--- src/rtl/edge_img_streamer.sv ---
// edge_img_streamer: raster-order readout of the edge image memory
// onto a valid/ready stream through a 2-entry FIFO.
module edge_img_streamer #(
  parameter int DATA_WIDTH        = 8,
  parameter int ADDR_WIDTH        = 16,
  parameter int IMAGE_COLUMN_SIZE = 256,
  parameter int IMAGE_ROW_SIZE    = 256
) (
  input  logic                  clk_i,
  input  logic                  rst_i,
  input  logic                  start_i,
  output logic                  rd_en_o,
  output logic [ADDR_WIDTH-1:0] rd_addr_o,
  input  logic [DATA_WIDTH-1:0] rd_data_i,
  output logic [DATA_WIDTH-1:0] m_data_o,
  output logic                  m_valid_o,
  input  logic                  m_ready_i,
  output logic                  m_last_col_o,
  output logic                  m_last_frame_o,
  output logic                  busy_o,
  output logic                  done_o
);

  typedef enum logic [1:0] {
    S_IDLE,
    S_READ,
    S_DRAIN
  } state_t;

  state_t state_q, state_d;

  logic                  start_q;
  logic [ADDR_WIDTH-1:0] cnt_q, cnt_d;
  logic [ADDR_WIDTH-1:0] col_q, col_d;
  logic [ADDR_WIDTH-1:0] row_q, row_d;
  logic                  done_q, done_d;

  logic                  pend_q;
  logic                  pend_lc_q;
  logic                  pend_lf_q;

  logic [DATA_WIDTH-1:0] mem_q [2];
  logic [1:0]            lc_q;
  logic [1:0]            lf_q;
  logic                  rd_ptr_q;
  logic                  wr_ptr_q;
  logic [1:0]            count_q;

  logic                  start_edge;
  logic                  valid;
  logic                  pop;
  logic                  push;
  logic [2:0]            occ;
  logic                  rd_en;
  logic                  is_last_col;
  logic                  is_last_frame;

  assign start_edge    = start_i & ~start_q;
  assign valid         = (count_q != 2'd0);
  assign pop           = valid & m_ready_i;
  assign push          = pend_q;
  assign occ           = {1'b0, count_q} + {2'b00, pend_q};
  assign rd_en         = (state_q == S_READ) &&
                         (occ < (pop ? 3'd3 : 3'd2));
  assign is_last_col   = (col_q == ADDR_WIDTH'(IMAGE_COLUMN_SIZE - 1));
  assign is_last_frame = is_last_col &&
                         (row_q == ADDR_WIDTH'(IMAGE_ROW_SIZE - 1));

  assign rd_en_o        = rd_en;
  assign rd_addr_o      = cnt_q;
  assign m_valid_o      = valid;
  assign m_data_o       = valid ? mem_q[rd_ptr_q] : '0;
  assign m_last_col_o   = valid & lc_q[rd_ptr_q];
  assign m_last_frame_o = valid & lf_q[rd_ptr_q];
  assign busy_o         = (state_q != S_IDLE);
  assign done_o         = done_q;

  // Next-state logic for the frame FSM and the raster counters.
  always_comb begin
    state_d = state_q;
    cnt_d   = cnt_q;
    col_d   = col_q;
    row_d   = row_q;
    done_d  = 1'b0;
    unique case (state_q)
      S_IDLE: begin
        if (start_edge) begin
          state_d = S_READ;
          cnt_d   = '0;
          col_d   = '0;
          row_d   = '0;
        end
      end
      S_READ: begin
        if (rd_en) begin
          if (is_last_frame) begin
            state_d = S_DRAIN;
          end else begin
            cnt_d = cnt_q + 1'b1;
            if (is_last_col) begin
              col_d = '0;
              row_d = row_q + 1'b1;
            end else begin
              col_d = col_q + 1'b1;
            end
          end
        end
      end
      S_DRAIN: begin
        if (pop && m_last_frame_o) begin
          state_d = S_IDLE;
          done_d  = 1'b1;
        end
      end
      default: state_d = S_IDLE;
    endcase
  end

  // FSM, counters, start sampler and done pulse.
  always_ff @(posedge clk_i) begin
    if (rst_i) begin
      state_q <= S_IDLE;
      start_q <= 1'b0;
      cnt_q   <= '0;
      col_q   <= '0;
      row_q   <= '0;
      done_q  <= 1'b0;
    end else begin
      state_q <= state_d;
      start_q <= start_i;
      cnt_q   <= cnt_d;
      col_q   <= col_d;
      row_q   <= row_d;
      done_q  <= done_d;
    end
  end

  // In-flight read tracking and FIFO occupancy/pointers.
  always_ff @(posedge clk_i) begin
    if (rst_i) begin
      pend_q    <= 1'b0;
      pend_lc_q <= 1'b0;
      pend_lf_q <= 1'b0;
      rd_ptr_q  <= 1'b0;
      wr_ptr_q  <= 1'b0;
      count_q   <= 2'd0;
    end else begin
      pend_q    <= rd_en;
      pend_lc_q <= is_last_col;
      pend_lf_q <= is_last_frame;
      if (push) wr_ptr_q <= ~wr_ptr_q;
      if (pop)  rd_ptr_q <= ~rd_ptr_q;
      count_q <= count_q + {1'b0, push} - {1'b0, pop};
    end
  end

  // FIFO payload storage; outputs are gated by valid so no reset needed.
  always_ff @(posedge clk_i) begin
    if (push) begin
      mem_q[wr_ptr_q] <= rd_data_i;
      lc_q[wr_ptr_q]  <= pend_lc_q;
      lf_q[wr_ptr_q]  <= pend_lf_q;
    end
  end

endmodule

--- config.mk ---
export PLATFORM = sky130hd
export DESIGN_NAME = edge_img_streamer
export DESIGN_NICKNAME = d
export VERILOG_FILES = /design/src/rtl/edge_img_streamer.sv
export SDC_FILE = /design/constraint.sdc
export NUM_CORES = 1
export LEC_CHECK = 0
export BUFFER_PORTS_ARGS = -buffer_cell sky130_fd_sc_hd__buf_2
export CAP_MARGIN = 20
export CORE_MARGIN = 2
export CORE_UTILIZATION = 45
export CTS_CLUSTER_SIZE = 20
export DETAILED_ROUTE_END_ITERATION = 10
export GPL_TIMING_DRIVEN = 1
export PLACE_DENSITY = 0.64
export SLEW_MARGIN = 20
export SYNTH_ARGS = -nofsm -noshare
export SYNTH_HDL_FRONTEND = slang
export SYNTH_SLANG_ARGS = --single-unit
--- constraint.sdc ---
create_clock -name clk_i -period 2.4 [get_ports clk_i]
set_input_delay 0.48 -clock clk_i [delete_from_list [all_inputs] [get_ports clk_i]]
set_output_delay 0.48 -clock clk_i [all_outputs]
set_load 0.02 [all_outputs]
# Word level (Yosys, flattened, before mapping)
# Memories as Yosys holds them, arrays and structs flattened. A register that Yosys moved wholly into a read port is not among the register bits.
# Cells that the tools add are included.
# word_totals
wordCells	87
n_memories	1
output_inout_bits	30
register_bits	63
ramBits	16
# classes
n_addsub	6
n_eq_ne	10
reduce_logical	12
magnitude_cmp	4
bitwise	8
muxes	32
# mem_list
memory	words	width	read_ports	rd_clocked_by_memory_dff	wr	line_no	rtl
mem_q	2	8	1	1	1	42	logic [DATA_WIDTH-1:0] mem_q [2];
# ops
operator	count
2-to-1 mux 16 bit	9
case mux 16 bit (2 select lines)	3
adder 16 x 1 -> 16 bit (second input constant)	3
equality test 16 x 8 -> 1 bit (second input constant)	2
!= test 2 bit (second input constant)	6
2-to-1 mux 1 bit	11
2-to-1 mux 2 bit	4
2-to-1 mux 8 bit	1
AND reduction 4 bit	2
case mux 2 bit (3 select lines)	1
nonzero test 2 bit	3
AND reduction 5 bit	1
bitwise AND 1 bit	4
bitwise mux 2 bit	2
logical AND 1 bit	4
less-than comparator 1 x 2 -> 1 bit (second input constant)	2
inverter 1 bit	4
adder 2 x 1 -> 3 bit	1
less-than comparator 3 x 2 -> 1 bit	1
adder 2 x 1 -> 2 bit	1
equality test 2 x 1 -> 1 bit (second input constant)	1
equality test 2 bit (second input constant)	1
zero test 2 bit	1
OR reduction 2 bit	1
other kinds (3)	3

# Longest topological paths before layout
# Gate-level depths: netlist (run 1).
# depth
ltp_word	7
depth_mapped	9

# Worst setup path before layout (run 1)
# No wires, ideal clock.
# synth_path
path_kind	register to register
startpoint	register pend_q
endpoint	register row_q[11]
arrival_ps	2085
setup_time_ps	122
setup_slack_ps	194
period_less_slack_ps	2206
stages_incl_launch_ff	8
required_time_ps	2278
path_cell_list	dfxtp_1 > ha_1 > ha_1 > nor4_1 > or2_2 > clkbuf_1 > a31oi_1 > a221o_1
# synth_via
elab_chain_cells	5
# synth_lines
item	line_no	rtl
start, declared	38	logic pend_q;
start signal, assigned	148	pend_q <= rd_en;
adder 2 x 1 -> 3 bit	62	assign occ = {1'b0, count_q} + {2'b00, pend_q};
less-than comparator 3 x 2 -> 1 bit	64	(occ < (pop ? 3'd3 : 3'd2));
logical AND 1 bit	63	assign rd_en = (state_q == S_READ) &&
!= test 2 bit (no source line)	-	
AND reduction 5 bit (no source line)	-	
end signal, assigned	133	row_q <= row_d;
end, declared	35	logic [ADDR_WIDTH-1:0] row_q, row_d;
# No other way between the ends.
# A chain may end at the register's enable or synchronous reset.

# Final worst setup path (run 1)
# layout_path
startpoint	register count_q[0]
endpoint	output port rd_en_o
# layout_via
elab_chain_cells	5
# layout_lines
item	line_no	rtl
start, declared	47	logic [1:0] count_q;
start signal, assigned	153	count_q <= count_q + {1'b0, push} - {1'b0, pop};
nonzero test 2 bit	59	assign valid = (count_q != 2'd0);
bitwise AND 1 bit	60	assign pop = valid & m_ready_i;
2-to-1 mux 1 bit	64	
less-than comparator 3 x 2 -> 1 bit *	64	
logical AND 1 bit *	63	
end, declared	12	output logic rd_en_o,
# Mark *: on every way between the ends. The rest lies on a longest branch, timed or not.

==> results of run 1 <==
cell families after synthesis:
kind of cell / share of synthesized area (%)
AOI/OAI and AO/OA: 18.3
xor gates and xnor gates: 0.876
adders and majority gates: 2.19
and+or+nand+nor: 26.7
muxes: 3.00
buffers and inverters: 3.91
DFF: 45.0
power by group through the flow:
stage	Clock (mW)	Sequential (mW)	Combinational [mW]
5_1_grt	1.24	1.57	1.02
2_1_floorplan	0	1.55	0.614
3_3_place_gp	0	1.58	0.888
3_5_place_dp	0	1.59	0.900
6_report	1.17	1.55	0.937
4_1_cts	1.17	1.55	0.904
synthesized netlist by cell type (2+ instances only):
master / n
o21ai_1: 2
a221o_1: 3
and3_1: 12
a41oi_1: 2
a211oi_1: 3
nand2_1: 30
o21a_1: 2
or3_1: 6
nand3_1: 26
o311ai_0: 14
nor2_1: 36
clkbuf_1: 10
nor4b_1: 4
o21ai_0: 19
and2_1: 2
xor2_1: 2
xnor2_1: 2
or4_1: 7
and4_1: 3
a21oi_1: 15
o41ai_1: 2
mux2i_1: 12
o211ai_1: 4
a311oi_1: 2
nand4b_1: 3
a31oi_1: 16
or4_4: 2
nor4_1: 6
a21o_1: 3
dfxtp_1: 60
inv_1: 13
clkbuf_8: 2
o31ai_1: 11
ha_1: 7
edfxtp_1: 20
or2_2: 6
nand2b_1: 7
nand4_1: 16
nor3_1: 12
nor2b_1: 5
how the worst min path moves through the flow:
stage,start,cells after the start,end
6_report,rd_data_i[1],1,mem_q[1][1]
5_1_grt,rd_data_i[1],1,mem_q[0][1]
4_1_cts,rd_data_i[1],1,mem_q[1][1]
3_5_place_dp,pend_lc_q,0,lc_q[1]
3_3_place_gp,pend_lc_q,0,lc_q[0]
2_1_floorplan,pend_lc_q,0,lc_q[0]
repair_timing:
item | in CTS | in global routing
resized for setup | 0 | 8
buffers inserted | 0 | 3
hold buffers | 0 | 0
setup endpoints to repair | 0 | 34
worst register-to-register path, stage by stage (launching register included):
cell and delay (ns):
dfxtp_1 0.54, nand2b_1 0.17, nor4_2 0.33, buf_4 0.17
nor2_2 0.08, buf_4 0.21, or4_1 0.52, a21oi_1 0.15
metal layers:
layer	part of all wire (%)	global-route usage [%]	vias to the layer above
li1	-	-	1803
met1	49	31.8	1787
met2	45	33.4	99
met3	4.3	4.37	20
met4	1.6	6.64	0
met5	0	0	-
registers in the layout, summed over array words and instances (netlist names), named ones only:
| name | cells |
|---|---|
| col_q | 16 |
| count_q | 2 |
| done_o | 1 |
| lc_q | 2 |
| lf_q | 2 |
| mem_q | 16 |
| pend_lc_q | 1 |
| pend_lf_q | 1 |
| pend_q | 1 |
| rd_addr_o | 16 |
| rd_ptr_q | 1 |
| row_q | 16 |
| start_q | 1 |
| state_q | 2 |
| wr_ptr_q | 1 |
cell type report:
type / count / area [sq um]
clock buffers: 9 / 124
well taps: 108 / 135
flip-flops and latches: 80 / 1800
multi-input cells: 321 / 2080
fillers: 835 / 3960
repair buffers: 70 / 423
inverters: 13 / 48.8
clock inverters: 7 / 106
==> flow_summary.ini, run 1 <==
[status]
status = finished, final reports clean

[placement]
io_buffers = 41
gp_congestion = 0.887
dp_cells = 589
dpl_cell_area_sq_um = 4430
post-place-ws_ns = 0.00832
dp_hpwl_um = 7540

[grt]
grtUsageTotal_pct = 22.0
grt_overflow = 0
antenna_found_initial = 0
grt_pass1_vias = 3389
grt_pass1_wl_um = 17400
grt_max_degree = 21

[clock_network]
cts.sink_count = 80
path_clk_slew_ns = 0.09
cts_buffers = 9
worstSkewPairLatency_ns = 0.36
cts_buffer_depth = 2
root_buffer = clkbuf_8
cts.htree.levels = 3
tritoncts = built

[finish]
n_antenna_cell = 0
drive_gt1_share_pct = 22.8
finalInstanceArea_sq_um = 4720
final_cells = 608
final_nets = 514
final_util_pct = 54.4
layout_common_cells = dfxtp_1, buf_2, nor2_1
area_growth_pct = 17.9
final_common_cell = dfxtp_1

[worst_setup_path]
critPathTopFamily = adder cells
crit_arrival_ns = 1.78
crit_chain = ha_1 -> ha_1 -> o21ai_0 -> nand2b_1 -> nor2_1 -> buf_2
cpMostUsedCell = ha_1
reg2reg_from = state_q[0]
endpoint_kind = output port
crit_end = rd_en_o
crit_path_start = count_q[0]
reg2reg_slack_ns = 0.17
r2r-end = rd_addr_o[13]
critPathRequiredTime_ns = 1.92
worstSetupStartpointType = flip-flop
slowest_stage = dfxtp_1
critPathBufInv = 1
critPathMaxFanout = 4
r2r_cells = 7
setup.worst_path.class = reg2out
cp.depth = 6
slowest_delay_ns = 0.34

[sta]
skew_ns = 0.0154
finalCritPeriodShare_pct = 94.0
slew_violations = 0
finalHoldViolations = 0
max_slew_margin_pct = 35.0
worst_slack_ns = 0.144
grt_setup_unrepaired = yes
finalCriticalPeriod_ns = 2.26
max_slew.worst_pin.slew_ns = 0.968
tns_ns = 0
setup_viol = 0
fmax_ghz = 0.443
holdWs_ns = 0.303

[floorplan]
die_x_um = 98.3
dieHeight_um = 98.3
num_rows = 34
coreArea_sq_um = 8680
dieArea_sq_um = 9660
initial_core_util_pct = 46.1
top_level_ports = 42

[yosys]
syn-num-nets = 451
synth-async-reset-ratio_pct = 0
dominantRegCellSynth = dfxtp_1
seq_area_frac_synth_pct = 45.0
synth_cell_types = 63
synth_area_sq_um = 4000
yosysTopAreaCellShare_pct = 30.0
ys_ff_latch = 80
synth-edff-count = 20
ys_warn_count = 0
synth_area_per_cell_sq_um = 9.26
synthTopCellsByArea = dfxtp_1, edfxtp_1, nor2_1
synth_area_leader_cell = dfxtp_1
synthCells = 432

[pwr]
p_seq_share_pct = 42.5
finalPower_mw = 3.66
p_clk_share_pct = 31.9
intPower_mw = 2.42
comb_power_share_pct = 25.6
p_sw_mw = 1.24
powerDensity_nw_per_um2 = 775
sw_frac_of_total_pct = 33.8
vdd_drop_max_mv = 0.337
leakage_nw = 1.75

[route]
vias = 3709
via_per_inst = 6.10
antenna_left = 0
firstDrtPassIters = 5
drt_iter0_drc = 245
drc_errors = 0
routed_wl_um = 10500
wl_per_cell_um = 17.3

[flow_run]
drv_cap = 0

[hold_path]
holdCritPathClass = in2reg
Note: power is estimated with default switching activity, not from simulation.
==> run 2: changes to the inputs <==
--- a/config.mk
+++ b/config.mk
@@ -7,7 +7,7 @@
 export LEC_CHECK = 0
 export BUFFER_PORTS_ARGS = -buffer_cell sky130_fd_sc_hd__buf_2
 export CAP_MARGIN = 20
-export CORE_MARGIN = 2
+export CORE_MARGIN = 5
 export CORE_UTILIZATION = 45
 export CTS_CLUSTER_SIZE = 20
 export DETAILED_ROUTE_END_ITERATION = 10
==> flow_summary.ini, run 2 (synthesis results as in run 1) <==
[floorplan]
coreArea_sq_um = 8680
dieHeight_um = 104
dieArea_sq_um = 10900
initial_core_util_pct = 46.1
die_x_um = 104
top_level_ports = 42
num_rows = 34

[sta]
grt_setup_unrepaired = no
finalCritPeriodShare_pct = 94.2
finalHoldViolations = 0
finalCriticalPeriod_ns = 2.26
skew_ns = 0.0118
fmax_ghz = 0.442
slew_violations = 0
max_slew.worst_pin.slew_ns = 0.668
tns_ns = 0
max_slew_margin_pct = 55.3
setup_viol = 0

[clock_network]
cts.htree.levels = 3
path_clk_slew_ns = 0.10
cts.sink_count = 80
tritoncts = built
cts_hold_buffers = 0
cts_buffer_depth = 2
cts_buffers = 9
root_buffer = clkbuf_8
worstSkewPairLatency_ns = 0.36

[route]
antenna_left = 0
wl_per_cell_um = 17.3
routed_wl_um = 10500
vias = 3706
via_per_inst = 6.10
drt_iter0_drc = 245
firstDrtPassIters = 5
drc_errors = 0

[worst_setup_path]
critPathRequiredTime_ns = 2.70
critPathMaxFanout = 6
worstSetupStartpointType = flip-flop
setup.worst_path.class = reg2reg
r2r_cells = 7
endpoint_kind = flip-flop
crit_arrival_ns = 2.56

[placement]
dpl_cell_area_sq_um = 4450
dp_cells = 591
dp_hpwl_um = 7600
io_buffers = 41
gp_congestion = 0.908

[pwr]
powerDensity_nw_per_um2 = 776
intPower_mw = 2.42
leakage_nw = 1.75
p_sw_mw = 1.24
p_clk_share_pct = 31.9
comb_power_share_pct = 25.7
p_seq_share_pct = 42.4
vdd_drop_max_mv = 0.349
sw_frac_of_total_pct = 33.9

[finish]
drive_gt1_share_pct = 23.0
register_area_sq_um = 1800
final_cells = 608
final_common_cell = dfxtp_1
nFillCells = 811
n_antenna_cell = 0
multi_input_area_sq_um = 2080
final_nets = 514
area_growth_pct = 18.1
finalInstanceArea_sq_um = 4730
layout_common_cells = dfxtp_1, buf_2, nor2_1

[grt]
grt_max_degree = 17
grt_overflow = 0
grtUsageTotal_pct = 19.8
grt_pass1_wl_um = 18100
antenna_found_initial = 0
grt_pass1_vias = 3611

[hold_path]
holdCritPathClass = in2reg
whs_path_depth = 1

[flow_run]
drv_cap = 0

[status]
status = finished, final reports clean
-- run 2: cell type report --
cell class / count / area share [%]
inverters: 13 / 1.03
well taps: 108 / 2.86
clock buffers: 9 / 2.62
flip-flops and latches: 80 / 38.1
clock inverters: 7 / 2.30
multi-input cells: 321 / 44.1
repair buffers: 70 / 8.95
-- run 2: power groups by stage --
stage          combinational, mW  clock (mW)  sequential [mW]
3_3_place_gp               0.899           0             1.58
2_1_floorplan              0.614           0             1.55
6_report                   0.942        1.17             1.55
4_1_cts                    0.917        1.19             1.55
3_5_place_dp               0.916           0             1.59
5_1_grt                     1.04        1.26             1.57
-- run 2: timing repair --
action / 4_1_cts / 5_1_grt
resized for setup: 0 / 9
setup buffers: 0 / 1
setup endpoints to repair: 0 / 21
-- run 2: final timing paths --
path                     start          end  slack, ns
hold / removal    rd_data_i[6]  mem_q[0][6]       0.30
setup reg to reg    count_q[0]    row_q[15]       0.14
setup / recovery    count_q[0]    row_q[15]       0.14
hold reg to reg      pend_lc_q      lc_q[0]       0.44
-- run 2: worst max-delay path, cell delays in order (launching register included) --
cell	delay, ns
dfxtp_1	0.35
ha_1	0.19
ha_1	0.24
or3_1	0.41
or2b_2	0.36
buf_4	0.17
nor4b_1	0.32
a211o_1	0.15
-- run 2: metrics by stage --
step | hold slack (ns) | total power [mW] | worst slack (ns) | util (%)
after floorplan | 0.404 | 2.16 | 0.194 | -
after global placement | 0.411 | 2.48 | 0.195 | 51.2
after detailed placement | 0.421 | 2.50 | 0.162 | 51.2
after CTS | 0.290 | 3.66 | 0.0575 | 53.9
after global routing | 0.281 | 3.87 | 0.0121 | 54.5
final | 0.303 | 3.67 | 0.138 | 54.5
-- run 2: layer usage --
metal	vias up	wire length [um]	global-route usage (%)
met5	-	0	0
met4	0	233	7.68
met3	15	565	4.28
met2	110	4930	30.8
met1	1774	4820	26.9
li1	1807	-	-
==> run 3: changes to the inputs <==
--- a/config.mk
+++ b/config.mk
@@ -5,6 +5,7 @@
 export SDC_FILE = /design/constraint.sdc
 export NUM_CORES = 1
 export LEC_CHECK = 0
+export ABC_AREA = 1
 export BUFFER_PORTS_ARGS = -buffer_cell sky130_fd_sc_hd__buf_2
 export CAP_MARGIN = 20
 export CORE_MARGIN = 5
==> flow_summary.ini, run 3 <==
[sta]
holdWs_ns = 0.303
worst_slack_ns = 0.259
fmax_ghz = 0.467
finalCritPeriodShare_pct = 89.2
max_slew_margin_pct = 56.0
tns_ns = 0
finalCriticalPeriod_ns = 2.14
finalHoldViolations = 0
slew_violations = 0
skew_ns = 0.0167
setup_viol = 0
grt_setup_unrepaired = no
max_slew.worst_pin.slew_ns = 0.660

[floorplan]
initial_core_util_pct = 46.4
coreArea_sq_um = 9240
top_level_ports = 42
die_x_um = 108
num_rows = 35
dieArea_sq_um = 11600
dieHeight_um = 108

[route]
wl_per_cell_um = 12.3
routed_wl_um = 9490
drc_errors = 0
vias = 3828
drt_iter0_drc = 195
antenna_left = 0
via_per_inst = 4.96
firstDrtPassIters = 4

[grt]
grt_overflow = 0
grt_pass1_wl_um = 16200
antenna_found_initial = 0
grt_max_degree = 47
grtUsageTotal_pct = 17.1
grt_pass1_vias = 3465

[placement]
dpl_cell_area_sq_um = 4610
dp_hpwl_um = 6490
post-place-ws_ns = 0.224
gp_congestion = 0.833
io_buffers = 41

[finish]
finalInstanceArea_sq_um = 4820
final_util_pct = 52.2
layout_common_cells = nand2_1, nor2_1, dfxtp_1
area_growth_pct = 12.6
final_common_cell = nand2_1
drive_gt1_share_pct = 13.6
n_antenna_cell = 0
nFillCells = 907
final_nets = 656

[flow_run]
drv_cap = 0

[yosys]
synth-edff-count = 20
synthTopCellsByArea = dfxtp_1, nand2_1, edfxtp_1
synth_area_per_cell_sq_um = 7.19
synth_area_leader_cell = dfxtp_1
yosysMostFrequentCell = nand2_1
synthCells = 596
ys_ff_latch = 80
synth_area_sq_um = 4280
synth-async-reset-ratio_pct = 0
synth_cell_types = 31
dominantRegCellSynth = dfxtp_1
synth_common_cells = nand2_1, nor2_1, dfxtp_1
seq_area_frac_synth_pct = 42.1
yosysTopAreaCellShare_pct = 28.0
ys_warn_count = 0
syn-num-nets = 615

[clock_network]
worstSkewPairLatency_ns = 0.36
cts_resized = 0
cts_buffer_depth = 2
post-cts-setup-buffer-count = 0
root_buffer = clkbuf_8
cts.htree.levels = 3
cts_buffers = 9
tritoncts = built
cts_hold_buffers = 0
cts.sink_count = 80
path_clk_slew_ns = 0.09

[worst_setup_path]
crit_arrival_ns = 1.66
slowest_stage = dfxtp_1
critPathRequiredTime_ns = 1.92
setup.worst_path.class = reg2out
slowest_delay_ns = 0.36
endpoint_kind = output port
critPathTopFamily = adder cells
critPathBufInv = 1
crit_chain = ha_1 -> ha_1 -> nand2_1 -> nand2_2 -> nor2_1 -> buf_2
worstSetupStartpointType = flip-flop
critPathMaxFanout = 5
cpMostUsedCell = ha_1

[status]
status = finished, final reports clean

[hold_path]
holdCritPathClass = in2reg

[pwr]
powerDensity_nw_per_um2 = 778
vdd_drop_max_mv = 0.331
leakage_nw = 1.85
run 3: final timing paths:
check                from           to  slack (ns)  depth (start not counted)
min reg2reg     pend_lc_q      lc_q[1]        0.43                          0
max                pend_q      rd_en_o        0.26                          6
max reg2reg      row_q[0]    col_q[12]        0.31                         11
min          rd_data_i[3]  mem_q[1][3]        0.30                          1
run 3: logic make-up after synthesis:
kind of cell,after synthesis,synth area share (%)
simple gates,345,34.9
flops,80,42.1
buf+inv,71,7.16
compound gates,69,8.97
xor+xnor,24,4.91
fa+ha+maj,7,2.04
run 3: cell type report:
type                            count  area [sq um]  share of cell area (%)
Multi-Input combinational cell    445          2180                    45.3
Sequential cell                    80          1800                    37.4
Timing Repair Buffer               52           288                    5.97
Inverter                           49           184                    3.81
Tap cell                          129           161                    3.35
Clock buffer                        9           124                    2.57
Clock inverter                      7          78.8                    1.63
run 3: through the flow:
stage | instances | power, mW
6_report | 771 | 3.75
5_1_grt | 771 | 3.97
4_1_cts | 771 | 3.78
3_5_place_dp | 755 | 2.75
3_3_place_gp | 755 | 2.73
2_1_floorplan | 596 | 2.51
run 3: worst reg2reg max path, cell delays in order (launching register included):
cell and delay, ns:
dfxtp_1 0.43, ha_1 0.20, nand2_1 0.10, nor2_1 0.20, nand2_1 0.13, nor2_1 0.14
nand2_2 0.09, nand2_4 0.09, nand2_4 0.13, nand2_8 0.22, nand2_1 0.12, o21ai_0 0.17
run 3: layer usage:
metal / vias to the layer above / wire [um] / global-route usage, %
met5: - / 0 / 0
met4: 0 / 116 / 6.13
met3: 9 / 334 / 2.70
met2: 69 / 4460 / 28.2
met1: 1751 / 4580 / 22.7
li1: 1999 / - / -
run 3: power by group:
group          internal (mW)  switching (mW)  leakage, nW
registers               1.48          0.0883        0.668
clock network          0.490           0.538       0.0939
logic                  0.332           0.818         1.09
total                   2.30            1.44         1.85
